`src/rtl/grid_tile_locator.sv`:
```
// Maps VGA scan position onto a COLS x ROWS grid of equal tiles.
// Two-stage pipeline: S1 locates the tile, S2 forms the ROM address from a per-line offset.
module grid_tile_locator #(
    parameter int CNTR_WIDTH_H       = 11,
    parameter int CNTR_WIDTH_V       = 10,
    parameter int ROM_ADDR_BUS_WIDTH = 17,
    parameter int COLS               = 4,
    parameter int ROWS               = 3,
    parameter int TILE_W             = 100,
    parameter int TILE_H             = 100,
    parameter int PITCH_X            = 128,
    parameter int PITCH_Y            = 128,
    parameter int ORIGIN_X           = 308,
    parameter int ORIGIN_Y           = 20,
    parameter int IND_SIZE           = 10,
    parameter int BLINK_FRAMES       = 30
) (
    input  logic                          CLK,
    input  logic                          RST,
    input  logic [CNTR_WIDTH_H-1:0]       CounterX,
    input  logic [CNTR_WIDTH_V-1:0]       CounterY,
    input  logic [COLS*ROWS-1:0]          HighlightMask,
    input  logic                          BlinkEn,
    output logic [ROM_ADDR_BUS_WIDTH-1:0] ROM_Addr,
    output logic [7:0]                    TileID,
    output logic                          isImage,
    output logic                          inHighlightedArea
);
    localparam int AW        = ROM_ADDR_BUS_WIDTH;
    localparam int NT        = COLS * ROWS;
    localparam int TILE_AREA = TILE_W * TILE_H;
    localparam int LX_W      = $clog2(TILE_W + 1);
    localparam int LY_W      = $clog2(TILE_H + 1);
    localparam int LO_W      = (TILE_AREA > 1) ? $clog2(TILE_AREA) : 1;
    localparam int BC_W      = (BLINK_FRAMES > 1) ? $clog2(BLINK_FRAMES) : 1;

    logic [31:0]     w_x, w_y;
    logic            w_col_hit, w_row_hit, w_hit;
    logic [3:0]      w_col, w_row;
    logic [LX_W-1:0] w_lx;
    logic [LY_W-1:0] w_ly;
    logic            w_band_first, w_band_in;
    logic [7:0]      w_tid;
    logic            w_mask_bit, w_ind;
    logic            w_line_start, w_frame_start;

    logic [LO_W-1:0] r_line_off, w_line_off_nxt;
    logic [BC_W-1:0] r_blink_cnt, w_blink_cnt_nxt;
    logic            r_blink_phase, w_blink_phase_nxt;
    logic            r_synced, w_synced_nxt;

    logic            r_hit, r_vld, r_hl;
    logic [7:0]      r_tid;
    logic [LX_W-1:0] r_lx;
    logic [AW-1:0]   w_base, w_addr;

    assign w_x           = 32'(CounterX);
    assign w_y           = 32'(CounterY);
    assign w_line_start  = (CounterX == '0);
    assign w_frame_start = w_line_start && (CounterY == '0);

    always_comb begin
        w_col_hit = 1'b0;
        w_col     = '0;
        w_lx      = '0;
        for (int c = 0; c < COLS; c++) begin
            if (w_x >= 32'(ORIGIN_X + c*PITCH_X) && w_x <= 32'(ORIGIN_X + c*PITCH_X + TILE_W - 1)) begin
                w_col_hit = 1'b1;
                w_col     = 4'(c);
                w_lx      = LX_W'(w_x - 32'(ORIGIN_X + c*PITCH_X));
            end
        end
    end

    always_comb begin
        w_row_hit    = 1'b0;
        w_row        = '0;
        w_ly         = '0;
        w_band_first = 1'b0;
        w_band_in    = 1'b0;
        for (int r = 0; r < ROWS; r++) begin
            if (w_y >= 32'(ORIGIN_Y + r*PITCH_Y) && w_y <= 32'(ORIGIN_Y + r*PITCH_Y + TILE_H - 1)) begin
                w_row_hit    = 1'b1;
                w_row        = 4'(r);
                w_ly         = LY_W'(w_y - 32'(ORIGIN_Y + r*PITCH_Y));
                w_band_first = (w_y == 32'(ORIGIN_Y + r*PITCH_Y));
                w_band_in    = (w_y != 32'(ORIGIN_Y + r*PITCH_Y));
            end
        end
    end

    assign w_hit = w_col_hit & w_row_hit;
    assign w_tid = 8'(w_row) * 8'(COLS) + 8'(w_col);
    assign w_ind = (32'(w_lx) < 32'(IND_SIZE)) && (32'(w_ly) < 32'(IND_SIZE));

    always_comb begin
        w_mask_bit = 1'b0;
        for (int t = 0; t < NT; t++)
            if (w_tid == 8'(t)) w_mask_bit = HighlightMask[t];
    end

    // Frame/line bookkeeping; the frame-start pixel already sees the updated blink phase.
    always_comb begin
        w_line_off_nxt    = r_line_off;
        w_blink_cnt_nxt   = r_blink_cnt;
        w_blink_phase_nxt = r_blink_phase;
        w_synced_nxt      = r_synced | w_frame_start;
        if (w_line_start) begin
            if (w_band_first)   w_line_off_nxt = '0;
            else if (w_band_in) w_line_off_nxt = r_line_off + LO_W'(TILE_W);
        end
        if (w_frame_start) begin
            if (r_blink_cnt == BC_W'(BLINK_FRAMES - 1)) begin
                w_blink_cnt_nxt   = '0;
                w_blink_phase_nxt = ~r_blink_phase;
            end else begin
                w_blink_cnt_nxt   = r_blink_cnt + BC_W'(1);
            end
        end
    end

    always_comb begin
        w_base = '0;
        for (int t = 0; t < NT; t++)
            if (r_tid == 8'(t)) w_base = AW'(t * TILE_AREA);
    end

    assign w_addr = w_base + AW'(r_line_off) + AW'(r_lx);

    always_ff @(posedge CLK or posedge RST) begin
        if (RST) begin
            r_line_off        <= '0;
            r_blink_cnt       <= '0;
            r_blink_phase     <= 1'b1;
            r_synced          <= 1'b0;
            r_hit             <= 1'b0;
            r_vld             <= 1'b0;
            r_hl              <= 1'b0;
            r_tid             <= '0;
            r_lx              <= '0;
            ROM_Addr          <= '0;
            TileID            <= '0;
            isImage           <= 1'b0;
            inHighlightedArea <= 1'b0;
        end else begin
            r_line_off        <= w_line_off_nxt;
            r_blink_cnt       <= w_blink_cnt_nxt;
            r_blink_phase     <= w_blink_phase_nxt;
            r_synced          <= w_synced_nxt;
            r_hit             <= w_hit;
            r_vld             <= w_synced_nxt;
            r_hl              <= w_ind & w_mask_bit & (~BlinkEn | w_blink_phase_nxt);
            r_tid             <= w_hit ? w_tid : 8'd0;
            r_lx              <= w_lx;
            ROM_Addr          <= (r_hit & r_vld) ? w_addr : '0;
            TileID            <= r_tid;
            isImage           <= r_hit & r_vld;
            inHighlightedArea <= r_hit & r_vld & r_hl;
        end
    end
endmodule

```
`config.mk`:
```
export PLATFORM = sky130hd
export DESIGN_NAME = grid_tile_locator
export DESIGN_NICKNAME = d
export VERILOG_FILES = /design/src/rtl/grid_tile_locator.sv
export SDC_FILE = /design/constraint.sdc
export NUM_CORES = 1
export LEC_CHECK = 0
export ABC_AREA = 1
export ABC_CLOCK_PERIOD_IN_PS = 5600
export BUFFER_PORTS_ARGS = -buffer_cell sky130_fd_sc_hd__buf_2
export CAP_MARGIN = 20
export CELL_PAD_IN_SITES_DETAIL_PLACEMENT = 0
export CELL_PAD_IN_SITES_GLOBAL_PLACEMENT = 1
export CORE_MARGIN = 1.5
export CORE_UTILIZATION = 40
export CTS_BUF_LIST = sky130_fd_sc_hd__clkbuf_4
export DETAILED_ROUTE_END_ITERATION = 16
export PLACE_DENSITY = 0.77
export SLEW_MARGIN = 20
export SYNTH_ARGS = -nofsm -noshare
export SYNTH_HDL_FRONTEND = slang
export SYNTH_SLANG_ARGS = --single-unit
```
`constraint.sdc`:
```
create_clock -name CLK -period 5.6 [get_ports CLK]
set_input_delay 1.12 -clock CLK [delete_from_list [all_inputs] [get_ports CLK]]
set_output_delay 1.12 -clock CLK [all_outputs]
set_load 0.02 [all_outputs]
```
==> metrics, run 1 <==
status=completed; DR vias=3,880; Slew Limit Fails=0; Total GRT Usage=0.1871; Reg2Reg Setup Slack=2.69 ns; antenna violations before repair=1; vias in the first global route=3,695; pwr/cell area=185.9 nW/µm²; Crit. End Element=flip-flop; TritonCTS clock tree=done; Fmax=0.3441 GHz; CTS root buf=clkbuf_4; top cells by area, synth=dfrtp_1 (32%), nand2_1 (11%), ha_1 (9.1%); CTS resizes=0; ANT nets after route=0; Synth Flop Type=dfrtp_1; register clock-pin slew on the reported worst setup and hold paths=0.19 ns; Final Power=890.0 µW; post-synth top area share=0.3157; Syn Inst Count=591; Die H=106.4 µm; hold buffers post-CTS=0; Async SR Flop Fraction=1.000; initial cell density of the core=0.4128; HPWL after DPL=8.142 mm; Die ar.=11,330 µm²; most common cell in the synthesized netlist=nand2_1; vias per cell=4.893; Hold Crit Class=flip-flop to flip-flop; Routed Wire Length=10.13 mm; area leader, netlist=dfrtp_1; slew margin rel.=0.5405; synth cell count leaders=nand2_1 (125), inv_1 (84), nor2_1 (76); Placer Congestion=0.9388; Fin. Hold Viols=0; Top Family by Delay on Critical Path=simple AND/OR/NAND/NOR gates; slowest stage delay, CP=0.47 ns; die extent in x=106.4 µm; RSZ-0062 raised after global routing=no; layout cell share with drive strength beyond 1=0.1784; setup_tns=0 ns; core area=10,370 µm²; TritonCTS Sinks=55; Setup CP Type=flip-flop to flip-flop; slowest CP cell=fa_1; Mean Syn Cell Area=7.243 µm²; setup bufs post-CTS=0; Initial DRC Count=123; Post-synth EDFFs=0; Rows=37; Synth Warn #=0; Worst VDD drop=0.1053 mV; Overflow after GRT=0; final core occ=0.4616; DRC violations left=0; Max clock buf depth=2; Buf/Inv on CP=3; Num CTS Buffers=5; crit path cell chain=nand2_1 > inv_1 > nor2_1 > inv_1 > fa_1 > inv_1 > ha_1 > nand2_1 > nand2_1 > a21oi_1 > nor2_1 > o21ai_0 > nand2_1 > nand2_1 > nand3_1 > nand2_1 > nor2_1; Worst setup SP type=flip-flop; P_leak=0.002738 µW; first-pass GRT wire length=17.02 mm; Skew-Pair Late Insertion Delay=0.40 ns; post-synthesis sequential area ratio=0.3218; #FFs+latches synth=55; clock skew=0.02226 ns; Final Cycle Share=0.5189; max_cap viols=0; area delta synth->final=11.84%; largest net degree at the start of global routing=56; Synth Cell Area=4280 µm²; Worst EP arrival=3.21 ns; IO buf count=58; Slew @ Worst Pin=0.6893 ns; final setup violation count=0; Worst EP required=5.90 ns; Max Fanout on Critical Path=5; Synth cell types=46; Max H-tree Level=2; fillers=1,107; WL per Instance=12.77 µm; drt pass-1 iters=5; Crit path top cell by count=nand2_1; IO Pins=63; post-layout minimum cycle time=2.906 ns; NumNets Final=725
-- power by group --
part           internal [µW]  switching [µW]  total [µW]
registers                410            10.2         420
logic                   94.2             174         269
clock network           55.8             145         201
total                    560             330         890
-- cells in the final DEF (no fill, tap or decap), types with 9 or more instances in the layout --
| cell | n |
|---|---|
| inv_1 | 83 |
| dfrtp_1 | 54 |
| o21ai_0 | 29 |
| a21oi_1 | 24 |
| nand2_1 | 125 |
| ha_1 | 31 |
| nor2_1 | 76 |
| nand3_1 | 56 |
| xor2_1 | 10 |
| nand2_2 | 9 |
| buf_2 | 58 |
-- metal layers --
layer / track usage / vias up / part of all wire
met4: 0.06571 / 0 / 0.017
met2: 0.3323 / 74 / 0.49
met1: 0.2343 / 1774 / 0.46
li1: - / 2019 / -
met3: 0.02085 / 13 / 0.032
met5: 0 / - / 0
-- worst min-delay path, stage by stage, from the launching register on --
cell,delay (ns)
dfrtp_1,0.39
inv_1,0.05
nor2_1,0.03
-- sequential cells by signal, summed over array words and instances, names as in the netlist --
register,cells
ROM_Addr,17
r_blink_cnt,5
inHighlightedArea,1
r_lx,7
isImage,1
r_hl,1
r_line_off,12
r_vld,1
r_blink_phase,1
r_tid,4
r_hit,1
TileID,4
-- cell type report --
| cell class | count | area, µm² | area share |
|---|---|---|---|
| tap | 136 | 170.2 | 0.03555 |
| inverter | 92 | 347.8 | 0.07266 |
| clock buffer | 5 | 37.54 | 0.007841 |
| multi-input combinational | 442 | 2525 | 0.5274 |
| timing repair buffer | 59 | 297.8 | 0.06221 |
| sequential | 55 | 1378 | 0.2878 |
| antenna | 1 | 2.502 | 0.0005227 |
| clock inverter | 3 | 28.78 | 0.006012 |
-- final timing paths --
| kind | startpoint | to | cells after the start |
|---|---|---|---|
| worst max-delay path | r_tid[3] | ROM_Addr[16] | 17 |
| worst min-delay path | r_lx[0] | ROM_Addr[0] | 2 |
| worst max register to register | r_tid[3] | ROM_Addr[16] | 17 |
| worst min register to register | r_lx[0] | ROM_Addr[0] | 2 |
| max in group asynchronous | RST | r_tid[0] | 3 |
| min in group asynchronous | RST | r_line_off[13] | 3 |
-- metrics by stage --
| step | cells | hold WS [ns] | setup slack (ns) | instance area, µm² |
|---|---|---|---|---|
| floorplan | 595 | 0.4087 | 3.085 | 4295 |
| global placement | 784 | 0.4438 | 2.787 | 4718 |
| detailed placement | 784 | 0.4468 | 2.717 | 4718 |
| CTS | 792 | 0.4873 | 2.749 | 4785 |
| global route | 793 | 0.5002 | 2.419 | 4787 |
| finish | 793 | 0.4850 | 2.694 | 4787 |
-- cells by family after synthesis --
group	after synthesis	synth area share
AO/OA/AOI/OAI	72	0.09354
AND/OR/NAND/NOR	316	0.3549
flip-flops	55	0.3218
other	1	0.0008761
adder cells (fa/ha/maj)	34	0.1046
buffers and inverters	98	0.09179
XOR/XNOR	15	0.03245
Power figures use the tool's default switching activity.
==> run 2, diff against run 1 <==
--- a/config.mk
+++ b/config.mk
@@ -5,8 +5,8 @@
 export SDC_FILE = /design/constraint.sdc
 export NUM_CORES = 1
 export LEC_CHECK = 0
-export ABC_AREA = 1
-export ABC_CLOCK_PERIOD_IN_PS = 5600
+export ABC_AREA = 0
+export ABC_CLOCK_PERIOD_IN_PS = 2800
 export BUFFER_PORTS_ARGS = -buffer_cell sky130_fd_sc_hd__buf_2
 export CAP_MARGIN = 20
 export CELL_PAD_IN_SITES_DETAIL_PLACEMENT = 0
@@ -15,7 +15,7 @@
 export CORE_UTILIZATION = 40
 export CTS_BUF_LIST = sky130_fd_sc_hd__clkbuf_4
 export DETAILED_ROUTE_END_ITERATION = 16
-export PLACE_DENSITY = 0.77
+export PLACE_DENSITY = 0.75
 export SLEW_MARGIN = 20
 export SYNTH_ARGS = -nofsm -noshare
 export SYNTH_HDL_FRONTEND = slang
==> constraint.sdc (replaced) <==
create_clock -name CLK -period 2.8 [get_ports CLK]
set_input_delay 0.56 -clock CLK [delete_from_list [all_inputs] [get_ports CLK]]
set_output_delay 0.56 -clock CLK [all_outputs]
set_load 0.02 [all_outputs]
==> run 2 against run 1 <==
Against the previous run: non-clock buffer count grew 18; total power grew 59%; sequential power grew 93%; sequential share of layout area grew 2.5 points; worst hold slack lost 0.30 ns; wire length shrank 17%; flip-flop and latch count is the same; die area shrank 13%; utilization grew 3.6 points; largest cell class unchanged.
==> metrics, run 2 <==
antenna violations before repair=0 (-1); fillers=867 (-22%); Largest register FFs=17 (unchanged); Slew Limit Fails=0 (unchanged); compound-gate portion of the synthesized area=0.2016 (+0.1081); pwr/cell area=322.4 nW/µm² (+73%); Num CTS Buffers=5 (unchanged); Skew-Pair Late Insertion Delay=0.39 ns (about the same); P_leak=0.002196 µW (-20%); Synth Warn #=0 (unchanged); largest registers=ROM_Addr: 17 flops, r_line_off: 12 flops, r_lx: 7 flops; Post-synth EDFFs=0 (unchanged); DR vias=3,215 (-17%); reg2reg start=r_tid[3]; FF-to-FF End=ROM_Addr[15]; Placer Congestion=0.8494 (-9.5%); DRC violations left=0 (unchanged); ant diodes=0 (-1); Max H-tree Level=2 (unchanged); Crit. End Element=flip-flop; Adder-Cell Fraction of Synth Area=0.1205 (+0.01585); IO Pins=63 (unchanged); #FFs+latches synth=55 (unchanged); ANT nets after route=0 (unchanged); TritonCTS Sinks=55 (unchanged); Final Power=1419 µW (+59%); most common cell in the synthesized netlist=dfrtp_1; Simple-Gate Fraction of Synth Area=0.2195 (-0.1354); core area=8848 µm² (-15%); Max Fanout on Critical Path=7 (+2); Synth Flop Type=dfrtp_1; Reg2Reg Setup Slack=0.16 ns (-2.53 ns); post-synth top area share=0.3635 (+0.04782); slew margin rel.=0.6401 (+0.09956); Worst EP required=3.12 ns (-2.78 ns); Overflow after GRT=0 (unchanged); Rows=34 (-8.1%); area leader, netlist=dfrtp_1; clock skew=0.01172 ns (-0.01054 ns); Max clock buf depth=2 (unchanged); Worst EP arrival=2.95 ns (-0.26 ns); synth cell count leaders=dfrtp_1 (54), nor2_1 (39), o21ai_0 (33); Slew @ Worst Pin=0.5388 ns (-0.1504 ns); Synth Cell Area=3717 µm² (-13%); Setup CP Type=flip-flop to flip-flop; HPWL after DPL=6.488 mm (-20%); largest family of logic cells by synthesized area=simple AND/OR/NAND/NOR gates; die extent in x=99.40 µm (-6.6%); Fmax=0.3795 GHz (+10%); Hold Crit Class=primary input to asynchronous set/reset pin; setup_tns=0 ns (unchanged); vias in the first global route=3,039 (-18%); Final Cycle Share=0.9412 (+0.4223); Die H=99.40 µm (-6.6%); CTS root buf=clkbuf_4; first-pass GRT wire length=14.11 mm (-17%); Routed Wire Length=8.382 mm (-17%); most frequent cells in the layout=buf_2 (58), dfrtp_1 (54), nor2_1 (38); NumNets Final=560 (-23%); Async SR Flop Fraction=1.000 (unchanged); Worst VDD drop=0.1575 mV (+50%); TritonCTS clock tree=done; Worst setup SP type=flip-flop; area delta synth->final=18.41%; layout cell share with drive strength beyond 1=0.2322 (+0.05383); largest net degree at the start of global routing=56 (unchanged); path depth of the worst reg2reg path=11 (-6); max_cap viols=0 (unchanged); register clock-pin slew on the reported worst setup and hold paths=0.18 ns (about the same); commonest non-fill, non-tap cell in the layout=buf_2; Die ar.=9880 µm² (-13%); XOR/XNOR Fraction of Synth Area=0.03299 (+0.0005389); Fin. Hold Viols=0 (unchanged); status=completed; drt pass-1 iters=4 (-1); post-synthesis mux area share=0.008415 (+0.008415); Initial DRC Count=178 (+45%); Syn Inst Count=417 (-29%); Total GRT Usage=0.1741 (-0.01297); WL per Instance=13.99 µm (+9.6%); Mean Syn Cell Area=8.914 µm² (+23%); final setup violation count=0 (unchanged); IO buf count=58 (unchanged); Top reg by flops=ROM_Addr; top cells by area, synth=dfrtp_1 (36%), ha_1 (10%), o21ai_0 (4.4%); vias per cell=5.367 (+9.7%); initial cell density of the core=0.4201 (+0.007342); Synth cell types=61 (+33%); setup bufs post-CTS=0 (unchanged); post-layout minimum cycle time=2.635 ns (-0.2704 ns); post-synthesis sequential area ratio=0.3706 (+0.04875)
-- run 2: cell types whose count changed in the layout (fill, tap and decap cells not counted), moves of 7 or more --
cell and delta:
and3_1 +10, buf_4 +17, inv_1 -60, inv_2 -7
nand2_1 -99, nand2_2 -9, nand2_4 -7, nand2b_1 +9
nand3_1 -42, nor2_1 -38, nor2b_1 +9
-- run 2: worst max-delay path, cell delays in order, from the launching register on --
cell       delay [ns]
dfrtp_1          0.43
buf_4            0.16
nor2b_2          0.15
buf_4            0.15
ha_1             0.27
ha_1             0.24
nor3_2           0.21
o2111ai_2        0.19
nand3_2          0.15
a311oi_2         0.10
or3_1            0.35
a21oi_1          0.14
-- run 2: stage by stage --
step | setup slack (ns) | area (µm²) | hold slack (ns) | util | cells
floorplan | 0.06456 | 3739 | 0.3519 | - | 421
global placement | 0.07733 | 4239 | 0.4022 | 0.4791 | 591
detailed placement | 0.05464 | 4239 | 0.4299 | 0.4791 | 591
CTS | 0.01319 | 4304 | 0.1737 | 0.4864 | 599
global route | -0.01974 | 4402 | 0.1890 | 0.4975 | 599
finish | 0.1646 | 4402 | 0.1886 | 0.4975 | 599
-- run 2: area by class of cell --
cell class                 count  area, µm²  area share
inverter                      24      90.09     0.02047
multi-input combinational    327       2288      0.5199
clock buffer                   5      37.54    0.008528
tap                          108      135.1     0.03070
sequential                    55       1378      0.3130
timing repair buffer          77      445.4      0.1012
clock inverter                 3      27.53    0.006254
-- run 2: cells by family after synthesis --
group           after synthesis
xor+xnor                     14
mux                           3
other cells                   1
fa+ha+maj                    34
compound gates              113
buf+inv                      39
simple gates                158
flops                        55
-- run 2: metal layers --
metal / vias up / wire length (µm) / global-route usage
met5: - / 0 / 0
met3: 8 / 235 / 0.01968
li1: 1649 / - / -
met2: 70 / 4036 / 0.2914
met4: 0 / 124 / 0.04875
met1: 1488 / 3985 / 0.2393
-- run 2: timing repair --
item,CTS,global route
endpoints found under the setup margin,0,3
gates resized for setup,0,19
hold buffers,0,0
-- run 2: worst max-delay path by stage --
stage                start      endpoint  slack, ns  cells past startpoint
6_report          r_tid[3]  ROM_Addr[15]       0.16                     11
5_1_grt           r_tid[2]  ROM_Addr[15]      -0.02                     10
4_1_cts           r_tid[2]  ROM_Addr[16]       0.01                     12
3_5_place_dp      r_tid[2]  ROM_Addr[16]       0.05                     12
3_3_place_gp   CounterX[3]          r_hl       0.08                      9
2_1_floorplan     r_tid[2]  ROM_Addr[16]       0.06                     13
-- run 2: power by group --
group          switching [µW]  leakage [µW]  internal (µW)
sequential               5.55      0.000745            804
combinational             135       0.00142           90.5
clock                     276     0.0000337            108
==> run 3, diff against run 2 <==
--- a/config.mk
+++ b/config.mk
@@ -13,7 +13,7 @@
 export CELL_PAD_IN_SITES_GLOBAL_PLACEMENT = 1
 export CORE_MARGIN = 1.5
 export CORE_UTILIZATION = 40
-export CTS_BUF_LIST = sky130_fd_sc_hd__clkbuf_4
+export CTS_BUF_LIST = sky130_fd_sc_hd__clkbuf_2
 export DETAILED_ROUTE_END_ITERATION = 16
 export PLACE_DENSITY = 0.75
 export SLEW_MARGIN = 20
==> run 3 against run 2 <==
Against the previous run: utilization increased by 0.57 points; critical path depth up 1; largest power group unchanged; global-route usage shrank 0.16 points; final area increased by 1.1%; sequential share of layout area is 0.35 points lower.
==> metrics, run 3 (synthesis gave the netlist of run 2 again) <==
post-layout minimum cycle time=2.631 ns (-0.004835 ns); Initial DRC Count=205 (+15%); NumNets Final=561 (+0.18%); fillers=856 (-1.3%); IO buf count=58 (unchanged); Worst VDD drop=0.1788 mV (+13%); Top Family by Delay on Critical Path=adder cells; Skew-Pair Late Insertion Delay=0.46 ns (+0.07 ns); Worst EP arrival=3.04 ns (+0.09 ns); Multi-input gate area=2340 µm² (+2.2%); Hold Crit Class=primary input to asynchronous set/reset pin; max_cap viols=0 (unchanged); Crit. End Element=flip-flop; core area=8848 µm² (unchanged); die extent in x=99.40 µm (unchanged); Max clock buf depth=2 (unchanged); vias in the first global route=3,037 (-0.066%); WHS=0.07820 ns (-0.1104 ns); path depth of the worst reg2reg path=12 (+1); Total GRT Usage=0.1725 (-0.001644); Crit path top cell by count=inv_2; Crit path depth=12 (+1); Slew @ Worst Pin=0.5359 ns (-0.002939 ns); HPWL after DPL=6.488 mm (unchanged); Die ar.=9880 µm² (unchanged); Fin. Hold Viols=0 (unchanged); DR vias=3,218 (+0.093%); status=completed; slowest stage delay, CP=0.51 ns (+0.08 ns); Max H-tree Level=2 (unchanged); ANT nets after route=0 (unchanged); Die H=99.40 µm (unchanged); slew margin rel.=0.6420 (+0.001964); final instance area=4452 µm² (+1.1%); grt met2 use=0.2961 (+0.004742); Rows=34 (unchanged); Max Fanout on Critical Path=4 (-3); Placer Congestion=0.8494 (unchanged); RSZ-0062 raised after global routing=yes; met3 Usage GRT=0.01405 (-0.005622); Final Cycle Share=0.9395 (-0.001727); P_leak=0.002198 µW (about the same); CTS root buf=clkbuf_2; TritonCTS clock tree=done; initial cell density of the core=0.4201 (unchanged); largest net degree at the start of global routing=56 (unchanged); register clock-pin slew on the reported worst setup and hold paths=0.30 ns (+0.12 ns); layout cell share with drive strength beyond 1=0.2480 (+0.01579); Setup CP Type=flip-flop to flip-flop; Routed Wire Length=8.351 mm (-0.37%); IO Pins=63 (unchanged); vias per cell=5.363 (about the same); Largest register FFs=17 (unchanged); most frequent cells in the layout=buf_2 (58), dfrtp_1 (54), nor2_1 (38); clock skew=0.01896 ns (+0.007243 ns); Worst EP required=3.21 ns (+0.09 ns); antenna violations before repair=0 (unchanged); gr busiest metal=met2; Worst setup SP type=flip-flop; WL per Instance=13.92 µm (-0.54%); largest registers=ROM_Addr: 17 flops, r_line_off: 12 flops, r_lx: 7 flops; drt pass-1 iters=4 (unchanged); Seq. cell area=1378 µm² (unchanged); DP Area=4239 µm² (unchanged); Overflow after GRT=0 (unchanged); DRC violations left=0 (unchanged); TritonCTS Sinks=55 (unchanged); Buf/Inv on CP=2 (unchanged); hold buffers post-CTS=0 (unchanged); ant diodes=0 (unchanged); Slew Limit Fails=0 (unchanged); commonest non-fill, non-tap cell in the layout=buf_2; crit path cell chain=nand2_1 > and2_4 > inv_2 > fa_1 > inv_2 > ha_4 > nand3_4 > o2111ai_4 > nand3_2 > a311oi_2 > o21ai_1 > a21oi_2; area delta synth->final=19.76%; first-pass GRT wire length=14.06 mm (-0.39%); pwr/cell area=312.2 nW/µm² (-3.2%); slowest CP cell=fa_1; Num CTS Buffers=5 (unchanged); Fmax=0.3801 GHz (+0.18%); final setup violation count=0 (unchanged); met1 GRT Util=0.2393 (unchanged); Top reg by flops=ROM_Addr
run 3: cell count changes in the layout (fill, tap and decap cells not counted), sizes merged:
cell | previous run | this run
buf | 77 | 78
run 3: through the flow:
| step | cells | setup TNS [ns] | power (µW) | util | worst slack, ns |
|---|---|---|---|---|---|
| 2_1_floorplan | 421 | 0 | 965.6 | - | 0.06456 |
| 3_3_place_gp | 591 | 0 | 1041 | 0.4791 | 0.07733 |
| 3_5_place_dp | 591 | 0 | 1042 | 0.4791 | 0.05464 |
| 4_1_cts | 600 | 0 | 1407 | 0.4859 | 0.003265 |
| 5_1_grt | 600 | -0.05386 | 1475 | 0.5031 | -0.04112 |
| 6_report | 600 | 0 | 1390 | 0.5031 | 0.1694 |
run 3: final timing paths:
check / from / end / slack, ns
max in group asynchronous: RST / r_blink_phase / 2.44
max reg2reg: r_tid[2] / ROM_Addr[15] / 0.17
min: RST / TileID[3] / 0.08
max: r_tid[2] / ROM_Addr[15] / 0.17
min in group CLK: CounterX[10] / r_tid[0] / 0.28
min reg2reg: r_lx[0] / ROM_Addr[0] / 0.54
run 3: timing repair:
action,in CTS,in global routing
setup buffers,1,0
resized for setup,0,31
endpoints found under the setup margin,1,5
pin swaps,0,18
run 3: power by group:
part	total (µW)	switching [µW]	internal [µW]	leakage [µW]
sequential	812	5.50	807	0.000745
clock	347	275	71.8	0.0000315
combinational	231	137	93.9	0.00142
run 3: area by class of cell:
class / count / share of cell area
Sequential cell: 55 / 0.3094
Timing Repair Buffer: 78 / 0.1026
Clock buffer: 5 / 0.005621
Inverter: 24 / 0.02024
Clock inverter: 3 / 0.006183
Multi-Input combinational cell: 327 / 0.5256
Tap cell: 108 / 0.03035
run 3: layer usage:
layer,part of all wire,vias to the layer above
li1,-,1652
met5,0,-
met2,0.48,65
met3,0.027,6
met4,0.0086,0
met1,0.48,1495
run 3: worst register-to-register path, stage by stage (launching register included):
cell and delay [ns]:
dfrtp_1 0.47, nand2_1 0.09, and2_4 0.15, inv_2 0.03
fa_1 0.51, inv_2 0.05, ha_4 0.29, nand3_4 0.08
o2111ai_4 0.23, nand3_2 0.13, a311oi_2 0.28, o21ai_1 0.12
a21oi_2 0.14
